==> src/rtl/b06_pkg.sv <==
// Shared encodings and monitor state type for the b06 peer environment.
package b06_pkg;

    localparam logic [1:0] CC_NONE = 2'b00;
    localparam logic [1:0] CC_A    = 2'b01;
    localparam logic [1:0] CC_B    = 2'b10;
    localparam logic [1:0] CC_ONES = 2'b11;

    localparam logic [1:0] US_IDLE  = 2'b00;
    localparam logic [1:0] US_ACT   = 2'b01;
    localparam logic [1:0] US_ILL   = 2'b10;
    localparam logic [1:0] US_ALARM = 2'b11;

    typedef enum logic [1:0] {
        MonIdle,
        MonActive,
        MonAlarm,
        MonError
    } mon_state_t;

    function automatic mon_state_t decode_uscite(input logic [1:0] us);
        mon_state_t st;
        unique case (us)
            US_IDLE:  st = MonIdle;
            US_ACT:   st = MonActive;
            US_ALARM: st = MonAlarm;
            default:  st = MonError;
        endcase
        return st;
    endfunction

endpackage

==> src/rtl/b06_env_if.sv <==
// Signal bundle between the b06 controller side (master) and the peer environment (slave).
interface b06_env_if #(
    parameter int unsigned WIDTH = 8
);
    logic [WIDTH-1:0] data_in;
    logic             data_valid;
    logic [WIDTH-1:0] ref_a;
    logic [WIDTH-1:0] ref_b;
    logic [1:0]       cc_mux;
    logic             enable_count;
    logic             ackout;
    logic [1:0]       uscite;
    logic             eql;
    logic             cont_eql;
    logic [WIDTH-1:0] count;
    logic             event_valid;
    logic [1:0]       event_code;
    logic [7:0]       alarm_cnt;
    logic             illegal;

    modport master (
        output data_in, data_valid, ref_a, ref_b, cc_mux, enable_count, ackout, uscite,
        input  eql, cont_eql, count, event_valid, event_code, alarm_cnt, illegal
    );

    modport slave (
        input  data_in, data_valid, ref_a, ref_b, cc_mux, enable_count, ackout, uscite,
        output eql, cont_eql, count, event_valid, event_code, alarm_cnt, illegal
    );
endinterface

==> src/rtl/b06_env_counter.sv <==
// Gated up-counter that saturates at LIMIT; cont_eql is decoded from the register only.
module b06_env_counter #(
    parameter int unsigned WIDTH = 8,
    parameter int unsigned LIMIT = 5
) (
    input  logic             clock,
    input  logic             reset,
    input  logic             i_enable,
    output logic [WIDTH-1:0] o_count,
    output logic             o_cont_eql
);
    localparam logic [WIDTH-1:0] LimitW = WIDTH'(LIMIT);

    logic [WIDTH-1:0] r_count;
    logic [WIDTH-1:0] w_count_d;

    // Clear has priority over the hold at LIMIT.
    always_comb begin
        w_count_d = r_count;
        if (!i_enable) begin
            w_count_d = '0;
        end else if (r_count != LimitW) begin
            w_count_d = r_count + 1'b1;
        end
    end

    always_ff @(posedge clock or posedge reset) begin
        if (reset) begin
            r_count <= '0;
        end else begin
            r_count <= w_count_d;
        end
    end

    assign o_count    = r_count;
    assign o_cont_eql = (r_count == LimitW);
endmodule

==> src/rtl/b06_env.sv <==
// Peer environment for b06: counter, selectable-reference comparator and uscite monitor.
module b06_env
    import b06_pkg::*;
#(
    parameter int unsigned WIDTH = 8,
    parameter int unsigned LIMIT = 5
) (
    input  logic      clock,
    input  logic      reset,
    b06_env_if.slave  bus
);
    logic [WIDTH-1:0] w_count;
    logic             w_cont_eql;

    b06_env_counter #(
        .WIDTH (WIDTH),
        .LIMIT (LIMIT)
    ) u_counter (
        .clock      (clock),
        .reset      (reset),
        .i_enable   (bus.enable_count),
        .o_count    (w_count),
        .o_cont_eql (w_cont_eql)
    );

    logic [WIDTH-1:0] w_ref;
    logic             w_eql_d;
    logic             r_eql;

    always_comb begin
        w_ref = '0;
        unique case (bus.cc_mux)
            CC_A:    w_ref = bus.ref_a;
            CC_B:    w_ref = bus.ref_b;
            CC_ONES: w_ref = '1;
            default: w_ref = '0;
        endcase
    end

    // CC_NONE never matches, even when data_in happens to be zero.
    always_comb begin
        w_eql_d = r_eql;
        if (bus.data_valid) begin
            w_eql_d = (bus.cc_mux != CC_NONE) && (bus.data_in == w_ref);
        end
    end

    mon_state_t r_state;
    mon_state_t w_state_next;
    logic [1:0] r_prev_uscite;
    logic       r_event_valid;
    logic       w_event_valid_d;
    logic [1:0] r_event_code;
    logic [1:0] w_event_code_d;
    logic [7:0] r_alarm_cnt;
    logic [7:0] w_alarm_cnt_d;
    logic       r_illegal;
    logic       w_illegal_d;

    always_ff @(posedge clock or posedge reset) begin
        if (reset) begin
            r_state       <= MonIdle;
            r_prev_uscite <= US_IDLE;
            r_event_valid <= 1'b0;
            r_event_code  <= 2'b00;
            r_alarm_cnt   <= 8'd0;
            r_illegal     <= 1'b0;
            r_eql         <= 1'b0;
        end else begin
            r_state       <= w_state_next;
            r_prev_uscite <= bus.uscite;
            r_event_valid <= w_event_valid_d;
            r_event_code  <= w_event_code_d;
            r_alarm_cnt   <= w_alarm_cnt_d;
            r_illegal     <= w_illegal_d;
            r_eql         <= w_eql_d;
        end
    end

    always_comb begin
        w_state_next = decode_uscite(bus.uscite);
    end

    // Changes seen while ackout is low are dropped, not queued.
    always_comb begin
        w_event_valid_d = (bus.uscite != r_prev_uscite) && bus.ackout;
        w_event_code_d  = w_event_valid_d ? bus.uscite : r_event_code;
        w_alarm_cnt_d   = r_alarm_cnt;
        if ((w_state_next == MonAlarm) && (r_state != MonAlarm) && (r_alarm_cnt != 8'hFF)) begin
            w_alarm_cnt_d = r_alarm_cnt + 8'd1;
        end
        w_illegal_d = r_illegal | (w_state_next == MonError);
    end

    assign bus.eql         = r_eql;
    assign bus.cont_eql    = w_cont_eql;
    assign bus.count       = w_count;
    assign bus.event_valid = r_event_valid;
    assign bus.event_code  = r_event_code;
    assign bus.alarm_cnt   = r_alarm_cnt;
    assign bus.illegal     = r_illegal;
endmodule

==> src/flat_wrapper.sv <==
// flat-port wrapper written by rule: the top's interface ports become plain ports
module b06_env_flat import b06_pkg::*;
#(
    parameter int unsigned WIDTH = 8,
    parameter int unsigned LIMIT = 5
)
  (clock, reset, bus_data_in, bus_data_valid, bus_ref_a, bus_ref_b, bus_cc_mux, bus_enable_count, bus_ackout, bus_uscite, bus_eql, bus_cont_eql, bus_count, bus_event_valid, bus_event_code, bus_alarm_cnt, bus_illegal);
  b06_env_if #(.WIDTH(WIDTH)) bus_i ();
  input  logic clock;
  input  logic reset;
  input wire logic [$bits(bus_i.data_in)-1:0] bus_data_in;
  input wire logic [$bits(bus_i.data_valid)-1:0] bus_data_valid;
  input wire logic [$bits(bus_i.ref_a)-1:0] bus_ref_a;
  input wire logic [$bits(bus_i.ref_b)-1:0] bus_ref_b;
  input wire logic [$bits(bus_i.cc_mux)-1:0] bus_cc_mux;
  input wire logic [$bits(bus_i.enable_count)-1:0] bus_enable_count;
  input wire logic [$bits(bus_i.ackout)-1:0] bus_ackout;
  input wire logic [$bits(bus_i.uscite)-1:0] bus_uscite;
  output wire logic [$bits(bus_i.eql)-1:0] bus_eql;
  output wire logic [$bits(bus_i.cont_eql)-1:0] bus_cont_eql;
  output wire logic [$bits(bus_i.count)-1:0] bus_count;
  output wire logic [$bits(bus_i.event_valid)-1:0] bus_event_valid;
  output wire logic [$bits(bus_i.event_code)-1:0] bus_event_code;
  output wire logic [$bits(bus_i.alarm_cnt)-1:0] bus_alarm_cnt;
  output wire logic [$bits(bus_i.illegal)-1:0] bus_illegal;
  assign bus_i.data_in = bus_data_in;
  assign bus_i.data_valid = bus_data_valid;
  assign bus_i.ref_a = bus_ref_a;
  assign bus_i.ref_b = bus_ref_b;
  assign bus_i.cc_mux = bus_cc_mux;
  assign bus_i.enable_count = bus_enable_count;
  assign bus_i.ackout = bus_ackout;
  assign bus_i.uscite = bus_uscite;
  assign bus_eql = bus_i.eql;
  assign bus_cont_eql = bus_i.cont_eql;
  assign bus_count = bus_i.count;
  assign bus_event_valid = bus_i.event_valid;
  assign bus_event_code = bus_i.event_code;
  assign bus_alarm_cnt = bus_i.alarm_cnt;
  assign bus_illegal = bus_i.illegal;
  b06_env #(.WIDTH(WIDTH), .LIMIT(LIMIT)) u_core (.clock(clock), .reset(reset), .bus(bus_i));
endmodule
==> config.mk <==
export PLATFORM = sky130hd
export DESIGN_NAME = b06_env_flat
export DESIGN_NICKNAME = d
export VERILOG_FILES = /design/src/rtl/b06_pkg.sv /design/src/rtl/b06_env_if.sv /design/src/rtl/b06_env_counter.sv /design/src/rtl/b06_env.sv /design/src/flat_wrapper.sv
export SDC_FILE = /design/constraint.sdc
export NUM_CORES = 1
export LEC_CHECK = 0
export CAP_MARGIN = 20
export CORE_ASPECT_RATIO = 1.75
export CORE_UTILIZATION = 40
export DETAILED_ROUTE_END_ITERATION = 16
export GPL_ROUTABILITY_DRIVEN = 0
export HOLD_SLACK_MARGIN = 0.1
export PLACE_DENSITY = 0.84
export RECOVER_POWER = 50
export SLEW_MARGIN = 20
export SYNTH_ARGS = -nofsm -noshare
export SYNTH_HDL_FRONTEND = slang
export SYNTH_SLANG_ARGS = --single-unit
==> constraint.sdc <==
create_clock -name clock -period 4.55 [get_ports clock]
set_clock_uncertainty 0.2 [all_clocks]
set_input_delay 1.1375 -clock clock [delete_from_list [all_inputs] [get_ports clock]]
set_output_delay 1.1375 -clock clock [all_outputs]
set_load 0.01 [all_outputs]
==> qor.yml <==
run_status:
  status: "finished clean"
worst_setup_path:
  start_kind: "register"
  rrSetupSlack_ns: 2.71
  crit_type: "reg -> out"
  r2r_start: "u_core.u_counter.o_count[0]"
  path_max_fanout: 6
  critPathRequiredTime_ns: 3.21
  reg2regPathDepth: 5
  r2r_end: "u_core.u_counter.o_count[3]"
  crit_path_end_kind: "primary output"
  cp.arrival_ns: 2.06
layout:
  layout.nets: 241
  antennaDiodeCount: 0
  fin_area_sq_mm: 0.00206
  final_layout_size_suffix_gt1_share_pct: 5.45
  syn2layout_area_growth_pct: 43.5
  fin_cells: 247
  fillers: 314
  post-route-util_pct: 60.6
synthesis:
  async_reset_ff_share_pct: 100
  yosysMostFrequentCell: "dfrtp_1"
  avgSynthCellArea_sq_um: 9.83
  syn-cell-area_sq_mm: 0.00144
  synth_top_area_share_pct: 43.6
  ys_ff_latch: 25
  syn-instance-count: 146
  yosysWarnings: 0
  synth_area_leader_cell: "dfrtp_1"
  yosysSeqAreaShare_pct: 43.6
  synth-edff-count: 0
  synth.top_cells.by_count: "dfrtp_1 (25), nor2_1 (11), xor2_1 (10)"
  yosys.cell_types.count: 42
  synthFlopType: "dfrtp_1"
  syn-num-nets: 184
  ys_top_cells_by_area: "dfrtp_1 (44%), xor2_1 (6.1%), ha_1 (4.4%)"
placed_design:
  port_buffers: 54
  place_ws_ns: 1.15
  hpwlAfterDp_um: 2520
  placed_cell_area_sq_mm: 0.00201
  dp.cells: 242
worst_hold_path:
  hold_path_class: "reg -> reg"
  holdPathEnd: "u_core.bus.illegal"
  min-delay-start: "u_core.bus.illegal"
  whs_path_depth: 1
detailed_routing:
  dr.pass1.iters: 2
  antenna_left: 0
  wl_met3_um: 195
  drt-wirelength-per-cell_um: 13.1
  remaining_drc_errors: 0
  dr.first_iter.drc_count: 14
  routed_wl_um: 3230
  wl_met2_um: 1730
  vias: 1289
  avgViaCountPerCell: 5.22
  top_layer: "met4"
  wl_met1_um: 1270
clock_tree:
  cts_resized: 0
  postCtsSetupBuffers: 0
  cts_buffers: 3
  cts_tree: "built"
  clock_path_buffers: 2
  cts.sinks: 25
  h-tree-depth: 1
  hold_buffers: 0
  root_buffer: "clkbuf_8"
  clkTransAtPathRegs_ns: 0.09
  clock_latency_ns: 0.27
timing:
  worst_pin_slew_ns: 1.03
  fin_crit_ns: 3.39
  slew_headroom_pct: 31.2
  worst_slack_ns: 1.16
  hold_viol_final: 0
  setup_tns_ns: 0
  rsz0062_at_grt: "false"
  whs_ns: 0.281
  setup_viol: 0
  slew_violations: 0
  min_period_over_period_pct: 74.6
  fmax_mhz: 295
power:
  p_seq_share_pct: 47.9
  finalPower_mw: 0.608
  p_per_area_mw_per_mm2: 295
  p_sw_mw: 0.182
  peakVddDrop_mv: 0.215
  leakage_nw: 0.877
  switching_share_pct: 29.9
  clkPwrFrac_pct: 21.8
  p_int_mw: 0.426
  power_frac_comb_pct: 30.3
floorplan:
  design.core.area_sq_mm: 0.00340
  start_util_pct: 42.2
  io_pins: 55
  dieArea_sq_mm: 0.00384
  die_height_um: 81.2
  core.rowCount: 28
  die_x_um: 47.3
grt:
  grt_usage_pct: 17.4
  grt_pass1_vias: 1176
  antenna_found_initial: 0
  grt_pass1_wl_um: 4880
  grt_max_degree: 26
  overflow: 0
run:
  maxCapViolations: 0
## state kept, by name, indices dropped and copies added, names as in the netlist
register	cells
u_core.u_counter.o_count	8
u_core.bus.event_valid	1
u_core.bus.illegal	1
u_core.bus.alarm_cnt	8
u_core.bus.event_code	2
u_core.r_state	2
u_core.r_prev_uscite	2
u_core.bus.eql	1
## layout by cell type, fill, tap and decap left out, types with 3 or more instances in the layout
cell             synthesis  final
dfrtp_1                 25     25
a211oi_1                 6      6
and2_1                   5      3
nand4_1                  3      3
nand3_1                  3      3
nand2_1                  9      9
a21oi_1                  5      5
or2b_1                   3      3
ha_1                     5      5
xor2_1                  10     10
dlygate4sd3_1            0      4
nor2_1                  11     11
inv_1                    9      9
xnor2_1                  4      4
clkdlybuf4s50_1          0     50
nor3b_1                  3      3
clkbuf_8                 0      3
o21ai_0                  9      9
a31oi_1                  3      3
## kinds of logic (layout without fill, tap and decap cells)
kind of cell    count (synthesis)  count (layout)  synth area share, %
simple gates                   51              51                 19.8
buf+inv                        12              68                 3.92
fa+ha+maj                       5               5                 4.36
compound gates                 37              37                 18.2
xor+xnor                       14              14                 8.54
mux                             2               2                 1.57
flops                          25              25                 43.6
## critical path: stages (launching register included)
cell             delay, ns
dfrtp_1               0.44
inv_1                 0.08
ha_1                  0.13
nor4b_1               0.25
nand3_1               0.26
inv_1                 0.10
clkdlybuf4s50_1       0.53
## power by group through the flow
stage          combinational, mW  clock [mW]  sequential [mW]
2_1_floorplan             0.0674           0            0.304
3_3_place_gp               0.182           0            0.295
3_5_place_dp               0.186           0            0.296
4_1_cts                    0.188       0.134            0.292
5_1_grt                    0.203       0.140            0.297
6_report                   0.184       0.133            0.291
## how the worst max path moves through the flow
stage	from	to	slack, ns	depth (start not counted)
3_5_place_dp	bus_cc_mux[1]	u_core.bus.eql	1.15	5
5_1_grt	u_core.u_counter.o_count[1]	bus_cont_eql	1.01	6
6_report	u_core.u_counter.o_count[1]	bus_cont_eql	1.16	6
2_1_floorplan	u_core.u_counter.o_count[1]	bus_cont_eql	2.05	5
3_3_place_gp	bus_cc_mux[1]	u_core.bus.eql	1.21	5
4_1_cts	u_core.u_counter.o_count[1]	bus_cont_eql	1.11	6
## per-layer routing
| metal | vias up | track usage, % |
|---|---|---|
| li1 | 632 | - |
| met1 | 615 | 18.4 |
| met2 | 38 | 32.6 |
| met3 | 4 | 2.22 |
| met4 | 0 | 6.00 |
| met5 | - | 0 |
## layout make-up
class / instances / area (sq um) / area share [%]
clock inverters: 1 / 5.00 / 0.243
inverters: 9 / 33.8 / 1.64
repair buffers: 55 / 544 / 26.4
flip-flops and latches: 25 / 626 / 30.4
well taps: 45 / 56.3 / 2.73
multi-input cells: 109 / 753 / 36.6
clock buffers: 3 / 41.3 / 2.00
Note: power is estimated with default switching activity, not from simulation.
